$ cat src/rtl/mem_port_arb_pkg.sv
// rtl/mem_port_arb_pkg.sv - shared types for the memory port arbiter
//
// Purpose: source tag encoding shared by the arbiter top and its tag FIFO.
//   SRC_FCH (0) marks an instruction-fetch request.
//   SRC_LSU (1) marks a load/store request.
package mem_port_arb_pkg;

  typedef enum logic {
    SRC_FCH = 1'b0,
    SRC_LSU = 1'b1
  } mem_src_e;

endpackage

$ cat src/rtl/mem_tag_fifo.sv
// rtl/mem_tag_fifo.sv - in-order source-tag FIFO for outstanding memory requests
//
// Purpose: remembers which requester issued each accepted memory request, so
// in-order responses can be steered back to it.
// Ports:
//   clk, rst   - clock, synchronous active-high reset (discards all tags)
//   push_i     - store tag_i at the tail (ignored while full)
//   tag_i      - source tag (0 = fetch, 1 = LSU)
//   pop_i      - drop the head entry (ignored while empty)
//   full_o     - DEPTH entries held
//   empty_o    - no entries held
//   head_o     - tag of the oldest entry
module mem_tag_fifo
  import mem_port_arb_pkg::*;
#(
  parameter int DEPTH = 2
) (
  input  logic clk,
  input  logic rst,
  input  logic push_i,
  input  logic tag_i,
  input  logic pop_i,
  output logic full_o,
  output logic empty_o,
  output logic head_o
);

  // A depth of 1 still needs a 1-bit pointer; it simply never leaves 0.
  localparam int PW = (DEPTH > 1) ? $clog2(DEPTH) : 1;
  localparam int CW = $clog2(DEPTH) + 1;
  localparam logic [PW-1:0] LAST_PTR = PW'(DEPTH - 1);
  localparam logic [CW-1:0] FULL_CNT = CW'(DEPTH);

  logic [DEPTH-1:0] tag_q, tag_d;
  logic [PW-1:0]    wr_ptr_q, wr_ptr_d;
  logic [PW-1:0]    rd_ptr_q, rd_ptr_d;
  logic [CW-1:0]    cnt_q, cnt_d;
  logic             do_push, do_pop;

  assign full_o  = (cnt_q == FULL_CNT);
  assign empty_o = (cnt_q == '0);
  assign head_o  = tag_q[rd_ptr_q];

  assign do_push = push_i & ~full_o;
  assign do_pop  = pop_i & ~empty_o;

  always_comb begin
    tag_d    = tag_q;
    wr_ptr_d = wr_ptr_q;
    rd_ptr_d = rd_ptr_q;
    cnt_d    = cnt_q;
    if (do_push) begin
      tag_d[wr_ptr_q] = tag_i;
      wr_ptr_d        = (wr_ptr_q == LAST_PTR) ? '0 : wr_ptr_q + 1'b1;
    end
    if (do_pop) begin
      rd_ptr_d = (rd_ptr_q == LAST_PTR) ? '0 : rd_ptr_q + 1'b1;
    end
    // Simultaneous push and pop leaves the occupancy unchanged.
    case ({do_push, do_pop})
      2'b10:   cnt_d = cnt_q + 1'b1;
      2'b01:   cnt_d = cnt_q - 1'b1;
      default: cnt_d = cnt_q;
    endcase
  end

  always_ff @(posedge clk) begin
    if (rst) begin
      tag_q    <= '0;
      wr_ptr_q <= '0;
      rd_ptr_q <= '0;
      cnt_q    <= '0;
    end else begin
      tag_q    <= tag_d;
      wr_ptr_q <= wr_ptr_d;
      rd_ptr_q <= rd_ptr_d;
      cnt_q    <= cnt_d;
    end
  end

endmodule

$ cat src/rtl/mem_port_arb.sv
// rtl/mem_port_arb.sv - fetch/LSU arbiter and response router for the single memory port
//
// Purpose: picks one of the fetch and LSU requests per cycle, passes it to
// memory combinationally, records its source in an in-order tag FIFO, and
// steers each in-order memory response back to the requester that issued it.
// Optional feature: define MEM_PORT_ARB_RR_EN for round-robin arbitration on
// ties; otherwise LSU has fixed priority over fetch.
// Ports:
//   clk, rst                 - clock, synchronous active-high reset
//   f_req_* / f_rsp_*        - fetch request (addr) and response (data)
//   l_req_* / l_rsp_*        - LSU request (addr, we, wdata, wstrb) and response/write ack
//   m_req_* / m_rsp_*        - memory request and in-order memory response
//   busy                     - at least one request awaits its response
//   err                      - sticky: a response arrived with nothing outstanding
module mem_port_arb
  import mem_port_arb_pkg::*;
#(
  parameter int ADDR_W = 32,
  parameter int DATA_W = 32,
  parameter int OUTSTD = 2
) (
  input  logic                clk,
  input  logic                rst,
  input  logic                f_req_vld,
  output logic                f_req_rdy,
  input  logic [ADDR_W-1:0]   f_req_addr,
  output logic                f_rsp_vld,
  input  logic                f_rsp_rdy,
  output logic [DATA_W-1:0]   f_rsp_data,
  input  logic                l_req_vld,
  output logic                l_req_rdy,
  input  logic [ADDR_W-1:0]   l_req_addr,
  input  logic                l_req_we,
  input  logic [DATA_W-1:0]   l_req_wdata,
  input  logic [DATA_W/8-1:0] l_req_wstrb,
  output logic                l_rsp_vld,
  input  logic                l_rsp_rdy,
  output logic [DATA_W-1:0]   l_rsp_data,
  output logic                m_req_vld,
  input  logic                m_req_rdy,
  output logic [ADDR_W-1:0]   m_req_addr,
  output logic                m_req_we,
  output logic [DATA_W-1:0]   m_req_wdata,
  output logic [DATA_W/8-1:0] m_req_wstrb,
  input  logic                m_rsp_vld,
  output logic                m_rsp_rdy,
  input  logic [DATA_W-1:0]   m_rsp_data,
  output logic                busy,
  output logic                err
);

  mem_src_e win;
  logic     win_lsu;
  logic     fifo_full, fifo_empty, head_lsu;
  logic     push, pop;
  logic     err_q, err_d;

`ifdef MEM_PORT_ARB_RR_EN
  mem_src_e last_gnt_q, last_gnt_d;
`endif

  // Winner selection; only meaningful while at least one requester is valid.
  always_comb begin
    win = SRC_FCH;
`ifdef MEM_PORT_ARB_RR_EN
    if (f_req_vld && l_req_vld) begin
      win = (last_gnt_q == SRC_FCH) ? SRC_LSU : SRC_FCH;
    end else if (l_req_vld) begin
      win = SRC_LSU;
    end
`else
    if (l_req_vld) begin
      win = SRC_LSU;
    end
`endif
  end

  assign win_lsu = (win == SRC_LSU);

  // Request path: full FIFO blocks every grant so no tag can be lost.
  assign m_req_vld   = (f_req_vld | l_req_vld) & ~fifo_full;
  assign m_req_addr  = win_lsu ? l_req_addr : f_req_addr;
  assign m_req_we    = win_lsu & l_req_we;
  assign m_req_wdata = win_lsu ? l_req_wdata : '0;
  assign m_req_wstrb = win_lsu ? l_req_wstrb : '0;
  assign f_req_rdy   = f_req_vld & ~win_lsu & m_req_rdy & ~fifo_full;
  assign l_req_rdy   = l_req_vld & win_lsu & m_req_rdy & ~fifo_full;
  assign push        = m_req_vld & m_req_rdy;

  // Response path: the FIFO head names the owner of the current beat. With
  // nothing outstanding the beat is accepted and dropped so memory never stalls.
  assign f_rsp_vld  = m_rsp_vld & ~fifo_empty & ~head_lsu;
  assign l_rsp_vld  = m_rsp_vld & ~fifo_empty & head_lsu;
  assign m_rsp_rdy  = fifo_empty ? m_rsp_vld : (head_lsu ? l_rsp_rdy : f_rsp_rdy);
  assign f_rsp_data = m_rsp_data;
  assign l_rsp_data = m_rsp_data;
  assign pop        = m_rsp_vld & m_rsp_rdy & ~fifo_empty;

  assign busy  = ~fifo_empty;
  assign err   = err_q;
  assign err_d = err_q | (m_rsp_vld & fifo_empty);

`ifdef MEM_PORT_ARB_RR_EN
  assign last_gnt_d = push ? win : last_gnt_q;
`endif

  always_ff @(posedge clk) begin
    if (rst) begin
      err_q      <= 1'b0;
`ifdef MEM_PORT_ARB_RR_EN
      last_gnt_q <= SRC_LSU;
`endif
    end else begin
      err_q      <= err_d;
`ifdef MEM_PORT_ARB_RR_EN
      last_gnt_q <= last_gnt_d;
`endif
    end
  end

  mem_tag_fifo #(
    .DEPTH(OUTSTD)
  ) u_tag_fifo (
    .clk    (clk),
    .rst    (rst),
    .push_i (push),
    .tag_i  (win_lsu),
    .pop_i  (pop),
    .full_o (fifo_full),
    .empty_o(fifo_empty),
    .head_o (head_lsu)
  );

endmodule

$ cat config.mk
export PLATFORM = sky130hd
export DESIGN_NAME = mem_port_arb
export DESIGN_NICKNAME = d
export VERILOG_FILES = /design/src/rtl/mem_port_arb_pkg.sv /design/src/rtl/mem_tag_fifo.sv /design/src/rtl/mem_port_arb.sv
export SDC_FILE = /design/constraint.sdc
export NUM_CORES = 1
export LEC_CHECK = 0
export ABC_AREA = 1
export CAP_MARGIN = 20
export CORE_AREA = 2 2 109 111
export CTS_CLUSTER_SIZE = 14
export DETAILED_ROUTE_END_ITERATION = 16
export DIE_AREA = 0 0 111 113
export GPL_TIMING_DRIVEN = 0
export PLACE_DENSITY = 0.71
export SETUP_SLACK_MARGIN = 0.4
export SLEW_MARGIN = 0
export SYNTH_ARGS = -nofsm -noshare
export SYNTH_HDL_FRONTEND = slang
export SYNTH_SLANG_ARGS = --single-unit
$ cat constraint.sdc
create_clock -name clk -period 1.3 [get_ports clk]
set_input_delay 0.195 -clock clk [delete_from_list [all_inputs] [get_ports clk]]
set_output_delay 0.195 -clock clk [all_outputs]
set_load 0.05 [all_outputs]
* Word level (Yosys, flattened, before mapping)
Cells that the tools add are included.
** Storage, ports and cells
- Register bits :: 7
- Input port bits :: 141
- Logic and storage cells :: 55
** Cells by class
- $add $sub $neg :: 4
- Magnitude comparators :: 3
- Eq/ne operators :: 3
- Muxes and demuxes :: 14
- Bitwise logic cells :: 23
- Reductions and logical operators :: 3
** Operators by type and width (number)
- $mux W32 :: 2
- $and A1 B1 Y1 :: 17
- $mux W1 :: 8
- $eq A2 B2 Y1 const B :: 2
- $lt A1 B2 Y1 const B :: 2
- $mux W4 :: 1
- $not A1 Y1 :: 4
- $pmux W2 S2 :: 1
- $add A1 B1 Y1 const B :: 2
- $add A2 B1 Y2 const B :: 1
- $bwmux W2 :: 1
- $eq A2 B1 Y1 const B :: 1
- $logic_not A2 Y1 :: 1
- $or A1 B1 Y1 :: 2
- $reduce_bool A2 Y1 :: 1
- $sub A2 B1 Y2 const B :: 1
- $demux W1 S1 :: 1
- $ge A1 B1 Y1 const B :: 1
- $logic_and A1 B1 Y1 :: 1

* Longest topological paths before layout
Gate-level depths: netlist of run 1.
- Word-level depth :: 9
- Depth in mapped cells :: 12
- Mapped depth without buffers :: 12

* By module
A second synthesis of run 1 with hierarchy kept.
** Second synthesis, totals
- Cell total of the unflattened synthesis :: 321
- Area, all modules :: 1674.1 µm²
** Modules (own cells, without submodules)
- mem_port_arb :: instances 1, cells each 269, area each 1350.0 µm²
- mem_tag_fifo :: instances 1, cells each 52, area each 324.1 µm²

* Worst setup path after synthesis of run 1
OpenSTA, ideal clock, no wires.
- Path kind :: flip-flop to output port
- Start :: register u_tag_fifo.cnt_q[0]
- End :: output f_req_rdy
- Arrival time :: 2049 ps
- Data required time :: 1105 ps
- Slack :: -944 ps
- Cell stages (with the launch flop) :: 5
- Cell sequence :: dfxtp_1 > inv_1 > nand2_2 > inv_1 > nor4_1
** On the way
- Longest elaborated chain between the ends :: 3
** Ends and longest elaborated chain
- start: declaration :: RTL line mem_tag_fifo.sv:37 : logic [CW-1:0] cnt_q, cnt_d;
- start signal: assignment :: RTL line mem_tag_fifo.sv:77 : cnt_q <= cnt_d;
- $eq A2 B2 Y1 :: RTL line mem_tag_fifo.sv:40 : assign full_o = (cnt_q == FULL_CNT);
- $not A1 Y1 :: RTL line mem_port_arb.sv:86 : assign f_req_rdy = f_req_vld & ~win_lsu & m_req_rdy & ~fifo_full;
- $and A1 B1 Y1 :: RTL line mem_port_arb.sv:86
- end: declaration :: RTL line mem_port_arb.sv:25 : output logic f_req_rdy,
Every way passes these cells.

* Worst setup path after layout of run 1
- Start :: register u_tag_fifo.rd_ptr_q
- End :: register u_tag_fifo.cnt_q[1]
** On the way
- Longest elaborated chain between the ends :: 9
- Elaborated cells on any way between the ends :: 11
- Those cells by class :: eq/ne (2); mux (5); bitwise (3); reduce/logical (1)
** Ends and longest elaborated chain
- start: declaration :: RTL line mem_tag_fifo.sv:36 : logic [PW-1:0] rd_ptr_q, rd_ptr_d;
- start signal: assignment :: RTL line mem_tag_fifo.sv:76 : rd_ptr_q <= rd_ptr_d;
- $mux W1 (not written as such) (*) (2 in a row) :: RTL line mem_tag_fifo.sv:42 : assign head_o = tag_q[rd_ptr_q];
- $mux W1 (*) (2 in a row) :: RTL line mem_port_arb.sv:94 : assign m_rsp_rdy = fifo_empty ? m_rsp_vld : (head_lsu ? l_rsp_rdy : f_rsp_rdy);
- $and A1 B1 Y1 (*) (2 in a row) :: RTL line mem_port_arb.sv:97 : assign pop = m_rsp_vld & m_rsp_rdy & ~fifo_empty;
- $and A1 B1 Y1 (*) :: RTL line mem_tag_fifo.sv:45 : assign do_pop = pop_i & ~empty_o;
- named net u_tag_fifo.do_pop :: RTL line mem_tag_fifo.sv:38 : logic do_push, do_pop;
- $eq A2 B1 Y1 / $eq A2 B2 Y1 (equally long branches) :: RTL line mem_tag_fifo.sv:60 : case ({do_push, do_pop})
- $pmux W2 S2 / $reduce_bool A2 Y1 (equally long branches)
Mark *: on every way through the listed nets, which the timed path passes. The rest lies on a longest branch. The select of a mux whose other input is x is not followed.
A chain may end at the register's enable or synchronous reset.

==> results of run 1 <==
==> critical path: cells and delay by family (launching register included) <==
kind | cells | cell delay, ns
fa+ha+maj | 1 | 0.20
buf+inv | 2 | 0.12
flops | 1 | 0.37
compound gates | 2 | 0.20
simple gates | 6 | 0.44
==> synthesized netlist by cell type <==
master | n | area [sq um]
nand4_4 | 1 | 21.3
inv_1 | 54 | 203
o21ai_0 | 2 | 10.0
a21oi_1 | 6 | 30.0
dfxtp_1 | 7 | 140
nand4_2 | 1 | 12.5
inv_2 | 1 | 3.75
buf_4 | 65 | 488
nor4_1 | 1 | 6.26
ha_1 | 1 | 12.5
inv_4 | 1 | 6.26
nor3_1 | 1 | 5.00
nand3_2 | 3 | 30.0
nand3_1 | 1 | 5.00
nand2_2 | 4 | 25.0
nand2_1 | 145 | 544
nand2_4 | 1 | 11.3
nor2_1 | 9 | 33.8
nor2_2 | 1 | 6.26
buf_2 | 10 | 50.1
nand4_1 | 1 | 6.26
==> through the flow <==
| step | total power, mW | std cells | hold slack (ns) |
|---|---|---|---|
| 2_1_floorplan | 2.24 | 316 | 0.264 |
| 3_3_place_gp | 3.21 | 707 | 0.437 |
| 3_5_place_dp | 3.25 | 707 | 0.450 |
| 4_1_cts | 4.28 | 757 | 0.278 |
| 5_1_grt | 4.68 | 774 | 0.293 |
| 6_report | 4.51 | 774 | 0.268 |
==> logic make-up after synthesis <==
logic type | count (synthesis)
simple gates | 169
buf+inv | 131
compound gates | 8
flops | 7
fa+ha+maj | 1
==> report_power, final <==
group	total, mW	switching (mW)	internal, mW	leakage [nW]
registers	0.286	0.0391	0.247	0.0604
clock network	0.532	0.123	0.409	0.0382
logic	3.69	2.04	1.65	3.35
total	4.51	2.20	2.31	3.45
==> final timing paths <==
check	startpoint	end	slack, ns
hold / removal	l_req_vld	u_tag_fifo.tag_q[0]$_SDFFE_PP0P_	0.27
setup / recovery	u_tag_fifo.rd_ptr_q$_SDFFE_PP0P_	u_tag_fifo.cnt_q[1]$_SDFFE_PP0P_	-0.15
setup reg to reg	u_tag_fifo.rd_ptr_q$_SDFFE_PP0P_	u_tag_fifo.cnt_q[1]$_SDFFE_PP0P_	-0.15
hold reg to reg	u_tag_fifo.wr_ptr_q$_SDFFE_PP0N_	u_tag_fifo.wr_ptr_q$_SDFFE_PP0N_	0.49
==> cell type report <==
class / count / share of cell area, %
multi-input combinational: 178 / 31.9
buffer: 75 / 9.59
tap: 143 / 2.35
clock buffer: 4 / 1.03
sequential: 7 / 2.02
timing repair buffer: 311 / 48.2
inverter: 56 / 4.92
==> what timing repair did <==
| action | in CTS | in global routing |
|---|---|---|
| pin swaps | 51 | 37 |
| setup buffers | 41 | 15 |
| cloned | 5 | 2 |
| setup endpoints to repair | 147 | 83 |
| resized for setup | 968 | 53 |
==> sequential cells by signal, summed over array words and instances, names as in the netlist <==
register,flops
u_tag_fifo.tag_q,2
u_tag_fifo.wr_ptr_q,1
err,1
u_tag_fifo.cnt_q,2
u_tag_fifo.rd_ptr_q,1
==> layout by cell type (no fill, tap or decap), types with 3 or more instances in the layout <==
master,netlist,final
buf_6,0,15
clkbuf_16,0,5
nor2_1,9,6
nand2_2,4,9
clkinvlp_4,0,37
nand2_4,1,64
buf_16,0,9
nand2_8,0,67
clkdlybuf4s50_1,0,9
nand2_1,145,10
inv_2,1,4
dfxtp_4,0,3
buf_8,0,81
buf_4,65,101
inv_1,54,11
nor2_4,0,3
dlygate4sd2_1,0,97
a21oi_1,6,3
buf_12,0,24
clkdlybuf4s15_2,0,48
==> routing by layer <==
layer	part of all wire, %	routed length (um)	up-vias
li1	-	-	1477
met1	31	3400	1426
met2	62	6770	133
met3	5.8	638	9
met4	1.1	115	0
met5	0	0	-
==> impl_results.md, run 1 <==
* Initial antenna violation count at 0
* Critical Path Start Type: register
* Layout cells sized above 1 at roughly 77%
* Cts hold-fix bufs at 0
* Pre-CTS setup slack at -0.983 ns
* CP endpoint kind: register
* HPWL after DPL at just under 8000 um
* Worst-path clk slew at 0.04 ns
* Total of max-cap violations at 0
* Die ar. at 12500 sq um
* Req. time, crit path at 1.42 ns
* Core Region at between 10000 and 15000 sq um
* Multi-input logic area at approximately 2400 sq um
* IR drop worst, VDD at between 0.6 and 0.7 mV
* Met2 Resource Use GR at around 34%
* Seq/Total Area, Yosys at 8.49%
* Height of the die at between 100 and 150 um
* Fin util at between 60% and 70%
* Worst slew margin at around four fifths
* Failing checks: setup timing
* First-pass DRT Iterations at 4
* Setup violators final at 9
* Crit Path Max Fanout at 3
* Insertion delay to the later sink of the worst-skew pair at about 0.23 ns
* Sequential Area at 154 sq um
* Vias at about 3.0k
* Nets at just under 800
* Number of buffers created by CTS at 3
* Global route overflow at 0
* Status: finished, violations left
* Gr usage total at about 16%
* TNS Setup at -0.614 ns
* Adder-cell share of the synthesized area at 0.758%
* Unrepaired setup endpoints after global routing: true
* Largest family of logic cells by synthesized area: buffers and inverters
* Largest net degree at the start of global routing at 11
* Fmax at approximately 690 MHz
* Area growth, synth to finish at 362%
* Die X at between 100 and 150 um
* Setup WS post-layout at -0.152 ns
* Clk_skew at 0.00233 ns
* Post-synthesis mux area share at 0%
* IO Port Bufs at roughly 250
* Worst-path cell chain: inv_4, nand2_4, nand2_4, nand2_4, nand3_2, inv_2, ha_4, nor2_2, nand2_1, o21ai_1, a21oi_1
* Crit path max-delay cell type: dfxtp_4
* GR Layer Usage met3 at 2.68%
* CTS Root Buffer Type: clkbuf_16
* Routed WL at around 11000 um
* Final hold vios at 0
* Leakage at around 3.5 nW
* Seq cells post-synth at 7
* Worst min-delay path category: input pin to register
* Critical path class: register to register
* Synth cell types at 21
* DRT iter0 DRCs at 60
* Xor/xnor share of the synthesized area at 0%
* Fillers at 840
* DRT antenna net count at 0
* Synth Area in Compound Gates at under 10%
* Yosys warning total at 0
* Global-route wire length before repair at 16100 um
* Max clock buf depth at 2
* Crit path DAT at about 1.6 ns
* Final worst path period share at 112%
* Most used cell, CP: nand2_4
* Post-Syn Nets at 458
* Number of global-route vias before repair at 3187
* RD Place Congestion at slightly below 0.8
* Slew Viols, Final at 0
* I/O pin cnt at around 280
* Most used routing layer in global routing: met2
* DRC Markers at 0
* Number of cells on the worst hold path at 3
* CTS tree: yes
* Pwr Density at just under 600 nW/um^2
* GRT met1 Usage at around 15%
* Cells after Synth at 316
* CP peak stage delay at between 0.3 and 0.4 ns
* Final min period at roughly 1.5 ns
* Synth Area in Simple Gates at a little over two fifths
* Reg2reg path depth at 11
* Number of diodes at 0
* Least-Margin Pin Slew at about 0.30 ns
* Htree depth at 1
* Clk sinks at 7
* Routed wire per std cell at 14.1 um
* Mean post-synth cell area at 5.22 sq um
* Final Instance Area at roughly 7600 sq um
* Mapped Area at roughly 1700 sq um
* Core Rows at 39
* Starting Density at between 10 and 15%
* Vias per inst at ~3.9
* Placed cell area at 5840 sq um
Note: power is estimated with default switching activity, not from simulation.
==> inputs of run 2 (changes only) <==
--- a/config.mk
+++ b/config.mk
@@ -13,6 +13,7 @@
 export DIE_AREA = 0 0 111 113
 export GPL_TIMING_DRIVEN = 0
 export PLACE_DENSITY = 0.71
+export RECOVER_POWER = 100
 export SETUP_SLACK_MARGIN = 0.4
 export SLEW_MARGIN = 0
 export SYNTH_ARGS = -nofsm -noshare
==> impl_results.md, run 2 (synthesized netlist as in run 1, its figures left out) <==
* Status: finished, violations left
* Failing checks: setup timing
* Largest regs: u_tag_fifo.cnt_q: 2 flops, u_tag_fifo.tag_q: 2 flops
* Worst-path clk slew at 0.04 ns
* Least-Margin Pin Slew at approximately 0.64 ns
* Unrepaired setup endpoints after global routing: true
* Layout cells sized above 1 at about two thirds
* Global route overflow at 0
* Number of buffers created by CTS at 3
* Total of max-cap violations at 0
* Global-route wire length before repair at around 16000 um
* Clk_skew at around 0.0023 ns
* Htree depth at 1
* First-pass DRT Iterations at 4
* Core Region at ~11000 sq um
* Crit Path Max Fanout at 3
* Fmax at ~690 MHz
* Nets at 774
* Routed wire per std cell at approximately 14 um
* Gr usage total at around 16%
* Die ar. at 12500 sq um
* Crit path DAT at about 1.6 ns
* Slew Viols, Final at 0
* Final worst path period share at 112%
* DRT antenna net count at 0
* Number of diodes at 0
* Worst min-delay path category: input pin to register
* Height of the die at between 100 and 150 um
* Most frequent cells in the layout: 110 x buf_4, 97 x dlygate4sd2_1, 65 x nand2_4, 65 x nand2_8, 65 x clkbuf_1
* CP endpoint kind: register
* Die X at between 100 and 150 um
* RD Place Congestion at slightly below 0.8
* Setup WS post-layout at -0.158 ns
* Setup violators final at 13
* DRC Markers at 0
* Initial antenna violation count at 0
* Pwr Density at 624 nW/um^2
* CTS Root Buffer Type: clkbuf_16
* TNS Setup at -0.614 ns
* Placed cell area at around 5800 sq um
* Number of global-route vias before repair at about 3.2k
* Final Instance Area at a little under 7000 sq um
* Final min period at about 1.5 ns
* Final hold vios at 0
* HPWL after DPL at 7890 um
* Core Rows at 39
* Req. time, crit path at about 1.4 ns
* Vias per inst at approximately 3.9
* Clk sinks at 7
* Vias at ~3k
* Pre-CTS setup slack at -0.983 ns
* Worst slew margin at between 50% and 60%
* Largest net degree at the start of global routing at 11
* Most common cell after layout, fill and taps aside: buf_4
* DRT iter0 DRCs at 57
* Max clock buf depth at 2
* Critical path class: register to register
* Insertion delay to the later sink of the worst-skew pair at 0.23 ns
* Routed WL at about 11000 um
* Leakage at just over 3 nW
* IO Port Bufs at approximately 250
* I/O pin cnt at ~280
* Starting Density at 14.6%
* IR drop worst, VDD at about 0.67 mV
* Critical Path Start Type: register
* Area growth, synth to finish at 310%
* CTS tree: yes
## run 2: cell count changes in the layout (fill, tap and decap cells not counted), moves of 2 or more
cell and delta:
buf_4 +9, clkbuf_1 +64, clkdlybuf4s15_2 -47, buf_6 +14, buf_12 -2, clkbuf_2 +6, nand2_8 -2, buf_16 -2
buf_8 -47, buf_2 +5
## run 2: final timing paths
path                                     from                          endpoint  slack [ns]  cells past startpoint
max          u_tag_fifo.rd_ptr_q$_SDFFE_PP0P_  u_tag_fifo.cnt_q[1]$_SDFFE_PP0P_       -0.16                     11
min                                 l_req_vld  u_tag_fifo.tag_q[0]$_SDFFE_PP0P_        0.28                      3
max reg2reg  u_tag_fifo.rd_ptr_q$_SDFFE_PP0P_  u_tag_fifo.cnt_q[1]$_SDFFE_PP0P_       -0.16                     11
min reg2reg                    err$_SDFF_PP0_                    err$_SDFF_PP0_        0.48                      2
## run 2: repair_timing
action | CTS | global route
setup endpoints to repair | 147 | 83
gates cloned | 5 | 2
hold endpoints to repair | 0 | 0
hold buffers | 0 | 0
resized for setup | 968 | 53
pin swaps | 51 | 37
setup buffers | 41 | 15
## run 2: where the power goes
group | internal (mW) | total [mW] | switching, mW
Sequential | 0.247 | 0.284 | 0.0372
Combinational | 1.40 | 3.40 | 2.00
Clock | 0.409 | 0.531 | 0.123
## run 2: cell type report
class	instances	area (sq um)
flip-flops and latches	7	154
multi-input cells	178	2410
plain buffers	75	706
well taps	143	179
inverters	56	362
clock buffers	4	78.8
fillers	1000	4510
repair buffers	311	2870
## run 2: critical path, cell delays in order (launching register included)
cell	delay (ns)
dfxtp_4	0.37
inv_4	0.04
nand2_4	0.07
nand2_4	0.06
nand2_4	0.06
nand3_2	0.09
inv_2	0.08
ha_4	0.20
nor2_2	0.08
nand2_1	0.08
o21ai_1	0.15
a21oi_1	0.06
## run 2: routing by layer
layer	vias to the layer above	share of wire, %	GRT usage, %
li1	1477	-	-
met1	1418	33	15.4
met2	131	61	33.6
met3	9	5.7	2.68
met4	0	1.0	2.92
met5	-	0	0
## run 2: metrics by stage
| step | hold slack, ns | cells | util (%) | power, mW |
|---|---|---|---|---|
| floorplan | 0.264 | 316 | - | 2.24 |
| global placement | 0.437 | 707 | 51.8 | 3.21 |
| detailed placement | 0.450 | 707 | 51.8 | 3.25 |
| CTS | 0.278 | 757 | 63.2 | 4.28 |
| global route | 0.302 | 774 | 60.0 | 4.39 |
| finish | 0.283 | 774 | 60.0 | 4.22 |
==> inputs of run 3 (changes only) <==
--- a/config.mk
+++ b/config.mk
@@ -7,12 +7,13 @@
 export LEC_CHECK = 0
 export ABC_AREA = 1
 export CAP_MARGIN = 20
-export CORE_AREA = 2 2 109 111
+export CORE_AREA = 3 3 110 112
 export CTS_CLUSTER_SIZE = 14
 export DETAILED_ROUTE_END_ITERATION = 16
-export DIE_AREA = 0 0 111 113
+export DIE_AREA = 0 0 113 115
 export GPL_TIMING_DRIVEN = 0
-export PLACE_DENSITY = 0.71
+export MAX_ROUTING_LAYER = met4
+export PLACE_DENSITY = 0.61
 export RECOVER_POWER = 100
 export SETUP_SLACK_MARGIN = 0.4
 export SLEW_MARGIN = 0
==> impl_results.md, run 3 (synthesized netlist as in run 1, its figures left out) <==
* Final hold vios at 0
* WP buf/inv at 2
* Area growth, synth to finish at 343%
* Die X at about 110 um
* Most frequent cells in the layout: 102 x dlygate4sd2_1, 75 x buf_4, 74 x buf_8
* Slew Viols, Final at 0
* IO Port Bufs at 248
* R2R Setup Slk at -0.12 ns
* Unrepaired setup endpoints after global routing: true
* R2r startpoint: u_tag_fifo.rd_ptr_q$_SDFFE_PP0P_
* Vias at 2976
* Number of buffers created by CTS at 3
* Die ar. at approximately 13000 sq um
* Number of cells on the worst hold path at 4
* Worst Hold End: u_tag_fifo.tag_q[0]$_SDFFE_PP0P_
* First-pass DRT Iterations at 4
* DRC Markers at 0
* Least-Margin Pin Slew at around 0.63 ns
* Status: finished, violations left
* Final min period at 1.42 ns
* CTS tree: yes
* Core Region at 11300 sq um
* Height of the die at approximately 120 um
* Clk sinks at 7
* Critical hold path startpoint: l_req_vld
* Req. time, crit path at ~1.5 ns
* Crit path DAT at about 1.6 ns
* Reg2Reg Capture Point: u_tag_fifo.cnt_q[1]$_SDFFE_PP0P_
* RD Place Congestion at 0.760
* Worst-path cell chain: inv_4, nand2_4, nand3_2, nand3_4, inv_2, ha_4, nor2_1, nor2_2, nand2_1, o21ai_1, a21oi_1
* Htree depth at 1
* Failing checks: setup timing
* Worst min-delay path category: input pin to register
* CP endpoint kind: register
* Insertion delay to the later sink of the worst-skew pair at roughly 0.23 ns
* Crit path max-delay cell type: dfxtp_4
* Most common cell after layout, fill and taps aside: dlygate4sd2_1
* IR drop worst, VDD at roughly 0.60 mV
* Starting Density at between 10 and 15%
* Final worst path period share at 109%
* Vias per inst at about 3.8
* Nets at slightly below 800
* Number of global-route vias before repair at ~3.1k
* Routed WL at about 12000 um
* Worst slew margin at 58.1%
* Largest net degree at the start of global routing at 11
* Global route overflow at 0
* Largest regs: u_tag_fifo.cnt_q: 2 flops, u_tag_fifo.tag_q: 2 flops
* Worst-path clk slew at approximately 0.040 ns
* DRT iter0 DRCs at 39
* Setup WS post-layout at -0.115 ns
* Pwr Density at between 600 and 700 nW/um^2
* Crit Path Max Fanout at 3
* Cts hold-fix bufs at 0
* Leakage at ~3.3 nW
* Max clock buf depth at 2
* Gr usage total at 16.5%
* Reg2reg path depth at 11
* Routed wire per std cell at around 15 um
* Layout cells sized above 1 at 67.5%
* CP peak stage delay at about 0.37 ns
* Critical path class: register to register
* DRT antenna net count at 0
* TNS Setup at -0.647 ns
* HPWL after DPL at about 8400 um
* Critical Path Start Type: register
* Initial antenna violation count at 1
* I/O pin cnt at around 280
* CP top delay family: simple AND/OR/NAND/NOR gates
* Global-route wire length before repair at 16700 um
* Fmax at a little over 700 MHz
* Pre-CTS setup slack at -0.966 ns
* Clk_skew at 0.000980 ns
* Total of max-cap violations at 0
* Setup violators final at 20
* Core Rows at 39
* CTS Root Buffer Type: clkbuf_16
[run 3: where the power goes]
part	leakage (nW)	internal (mW)	switching (mW)
logic	3.20	1.56	2.04
registers	0.0600	0.246	0.0340
clock network	0.0382	0.408	0.120
[run 3: worst min-delay path, stage by stage]
cell and delay (ns):
buf_16 0.12, buf_4 0.14, nor2_1 0.04, nor2_1 0.07
[run 3: final cells by class]
| cell class | instances | area (sq um) |
|---|---|---|
| multi-input cells | 178 | 2390 |
| inverters | 56 | 383 |
| repair buffers | 310 | 3380 |
| plain buffers | 75 | 738 |
| fillers | 934 | 4020 |
| flip-flops and latches | 7 | 153 |
| clock buffers | 4 | 78.8 |
| well taps | 143 | 179 |
| diodes | 1 | 2.50 |
[run 3: per-layer routing]
layer | share of wire (%) | track usage [%] | vias to the layer above
met1 | 33 | 17.1 | 1351
met5 | 0 | - | -
li1 | - | - | 1486
met4 | 0.58 | 1.76 | 0
met3 | 6.8 | 2.58 | 6
met2 | 59 | 33.5 | 133
[run 3: through the flow]
stage	hold slack [ns]	utilization (%)	power, mW	cell area [sq um]	std cells
floorplan	0.264	-	2.24	3170	316
detailed placement	0.450	51.5	3.25	5840	707
global placement	0.438	51.5	3.23	5840	707
global route	0.414	64.5	4.60	7300	774
CTS	0.408	65.1	4.40	7370	759
finish	0.375	64.5	4.41	7300	774
[run 3: what timing repair did]
action,in CTS,in global routing
endpoints found under the hold margin,0,0
buffers inserted,40,13
cloned,8,1
endpoints found under the setup margin,147,83
pin swaps,62,29
gates resized for setup,989,33
[run 3: worst max-delay path by stage]
stage | from | to | slack (ns) | depth (start not counted)
global route | u_tag_fifo.rd_ptr_q$_SDFFE_PP0P_ | u_tag_fifo.cnt_q[1]$_SDFFE_PP0P_ | -0.22 | 11
floorplan | u_tag_fifo.cnt_q[0]$_SDFFE_PP0P_ | f_req_rdy | -0.11 | 4
detailed placement | m_req_rdy | f_req_rdy | -0.97 | 4
CTS | u_tag_fifo.rd_ptr_q$_SDFFE_PP0P_ | u_tag_fifo.cnt_q[1]$_SDFFE_PP0P_ | -0.11 | 11
global placement | m_req_rdy | f_req_rdy | -0.97 | 4
finish | u_tag_fifo.rd_ptr_q$_SDFFE_PP0P_ | u_tag_fifo.cnt_q[1]$_SDFFE_PP0P_ | -0.12 | 11
==> edit: new RTL, settings of run 2 <==
`DATA_W`: 32 -> 24.
--- a/src/rtl/mem_port_arb.sv
+++ b/src/rtl/mem_port_arb.sv
@@ -16,7 +16,7 @@
   import mem_port_arb_pkg::*;
 #(
   parameter int ADDR_W = 32,
-  parameter int DATA_W = 32,
+  parameter int DATA_W = 24,
   parameter int OUTSTD = 2
 ) (
   input  logic                clk,
Ports: changed (7 resized); port bits go from 282 to 240. The function was not compared with the original's and may differ.
==> edit against run 2 <==
The flow still finishes with violations (setup timing). Die area stayed put. Total power shrank 6.7%. Sequential cell count is the same. Final area down 4.9%. Utilization decreased by 2.9 points. Synthesized area shrank 13%. Routed wire length down 18%. Setup slack better by 0.075 ns. Critical path type is now reg -> out. Critical endpoint is now m_rsp_rdy. Largest power group unchanged. Highest routed layer unchanged.
==> edit: results (changes against run 2) <==
[power_and_ir_drop]
internal_power_uw=2003  ; was 2056 uW
powerDensity_mw_per_mm2=611.8  ; was 623.8 mW/mm^2
ir_worst_vdd_mv=0.5054  ; was 0.6702 mV
p_leak_uw=0.002876  ; was 0.003087 uW

[sta]
fin_skew_ns=0.001742  ; was 0.002327 ns
slew_headroom_pct=59.28  ; was 57.56%
fin_ws_ns=-0.08299  ; was -0.1576 ns
setup_viol=7  ; was 13

[layout]
fillers=944  ; was 1000
nets=678  ; was 774
drive_gt1_share_pct=66.85  ; was 67.35%

[worst_setup_path]
critPathLaunch=u_tag_fifo.cnt_q[1]  ; was u_tag_fifo.rd_ptr_q
critical_path_arrival_ns=1.19  ; was 1.57 ns

[synthesis]
synth.distinct_cells=20  ; was 21
syn_area_per_cell_sq_um=5.134  ; was 5.223 sq um
synth_commonest_cells=136 x nand2_1, 49 x buf_4, 45 x inv_1  ; was 145 x nand2_1, 65 x buf_4, 54 x inv_1
synthTopCellsByArea=nand2_1 35%, buf_4 25%, inv_1 12%, dfxtp_1 9.7%, buf_2 3.1%  ; was nand2_1 33%, buf_4 30%, inv_1 12%, dfxtp_1 8.5%, buf_2 3.0%
synth_fp_nets=406  ; was 458
synth_compound_area_share_pct=2.775  ; was 2.426%
ys_seq_area_share_pct=9.714  ; was 8.491%
synthAdderAreaFrac_pct=0.8673  ; was 0.7582%

[run_status]
status=complete, but fails checks  ; unchanged
violations=setup timing  ; unchanged

[drt]
totalWireLength_um=9173  ; was 11170 um
vias=2696  ; was 3035
viasPerCell=3.874  ; was 3.921

[placed_design]
dp_hpwl_um=6770  ; was 7893 um
gp_congestion=0.8058  ; was 0.7753
post-place-ws_ns=-0.8865  ; was -0.9831 ns
io_buffers=214  ; was 248
placed_cell_area_sq_mm=0.005204  ; was 0.005836 sq mm
dp.cells=638  ; was 707

[clock_tree]
cts_buffer_depth=2  ; unchanged
clockRootBuffer=clkbuf_16  ; unchanged

[global_routing]
grtUsageTotal_pct=13.97  ; was 15.62%
grt_pass1_vias=2955  ; was 3187
grt_pass1_wl_um=14260  ; was 16100 um

## edit: cell count changes after synthesis, sizes merged
cell   change
buf       -17
inv        -9
nand2      -9
## edit: worst max-delay path, stage by stage (launching register included)
cell	delay, ns
dfxtp_4	0.35
nor2_4	0.18
clkinvlp_4	0.12
nand3_1	0.10
nand2_2	0.05
buf_6	0.15
## edit: layout make-up
type	count	share of cell area, %
well taps	143	2.783
multi-input cells	169	35.15
plain buffers	58	9.225
clock buffers	4	1.226
diodes	1	0.03893
flip-flops and latches	7	2.374
repair buffers	267	44.20
inverters	47	5.002
## edit: final timing paths
check | end | slack [ns] | depth (start not counted)
worst min-delay path | u_tag_fifo.tag_q[0] | 0.42 | 4
worst min register to register | err | 0.45 | 2
worst max-delay path | m_rsp_rdy | -0.08 | 5
worst max register to register | u_tag_fifo.cnt_q[1] | -0.08 | 11
## edit: timing repair
item                                    in CTS  in global routing
pin swaps                                   64                 35
endpoints found under the setup margin     122                 74
resized for setup                          870                 36
cloned                                       4                  2
buffers inserted                            40                  7
## edit: routing by layer
metal  share of wire [%]  vias to the layer above  global-route usage (%)  wire length (um)
met2                  60                      125                   29.61              5522
met4                0.75                        0                   2.417                69
li1                    -                     1310                       -                 -
met1                  32                     1254                   13.92              2898
met3                 7.4                        7                   2.892               682
met5                   0                        -                       0                 0
## edit: cell families after synthesis
kind of cell / count (synthesis)
compound gates: 8
fa+ha+maj: 1
buf+inv: 105
flops: 7
simple gates: 160
## edit: power by group through the flow
stage                     registers, uW  clock network [uW]  logic, uW
after floorplan                     284                   0       1740
after global placement              272                   0       2610
after detailed placement            274                   0       2640
after CTS                           279                 540       3120
after global routing                285                 553       3260
final                               280                 529       3120
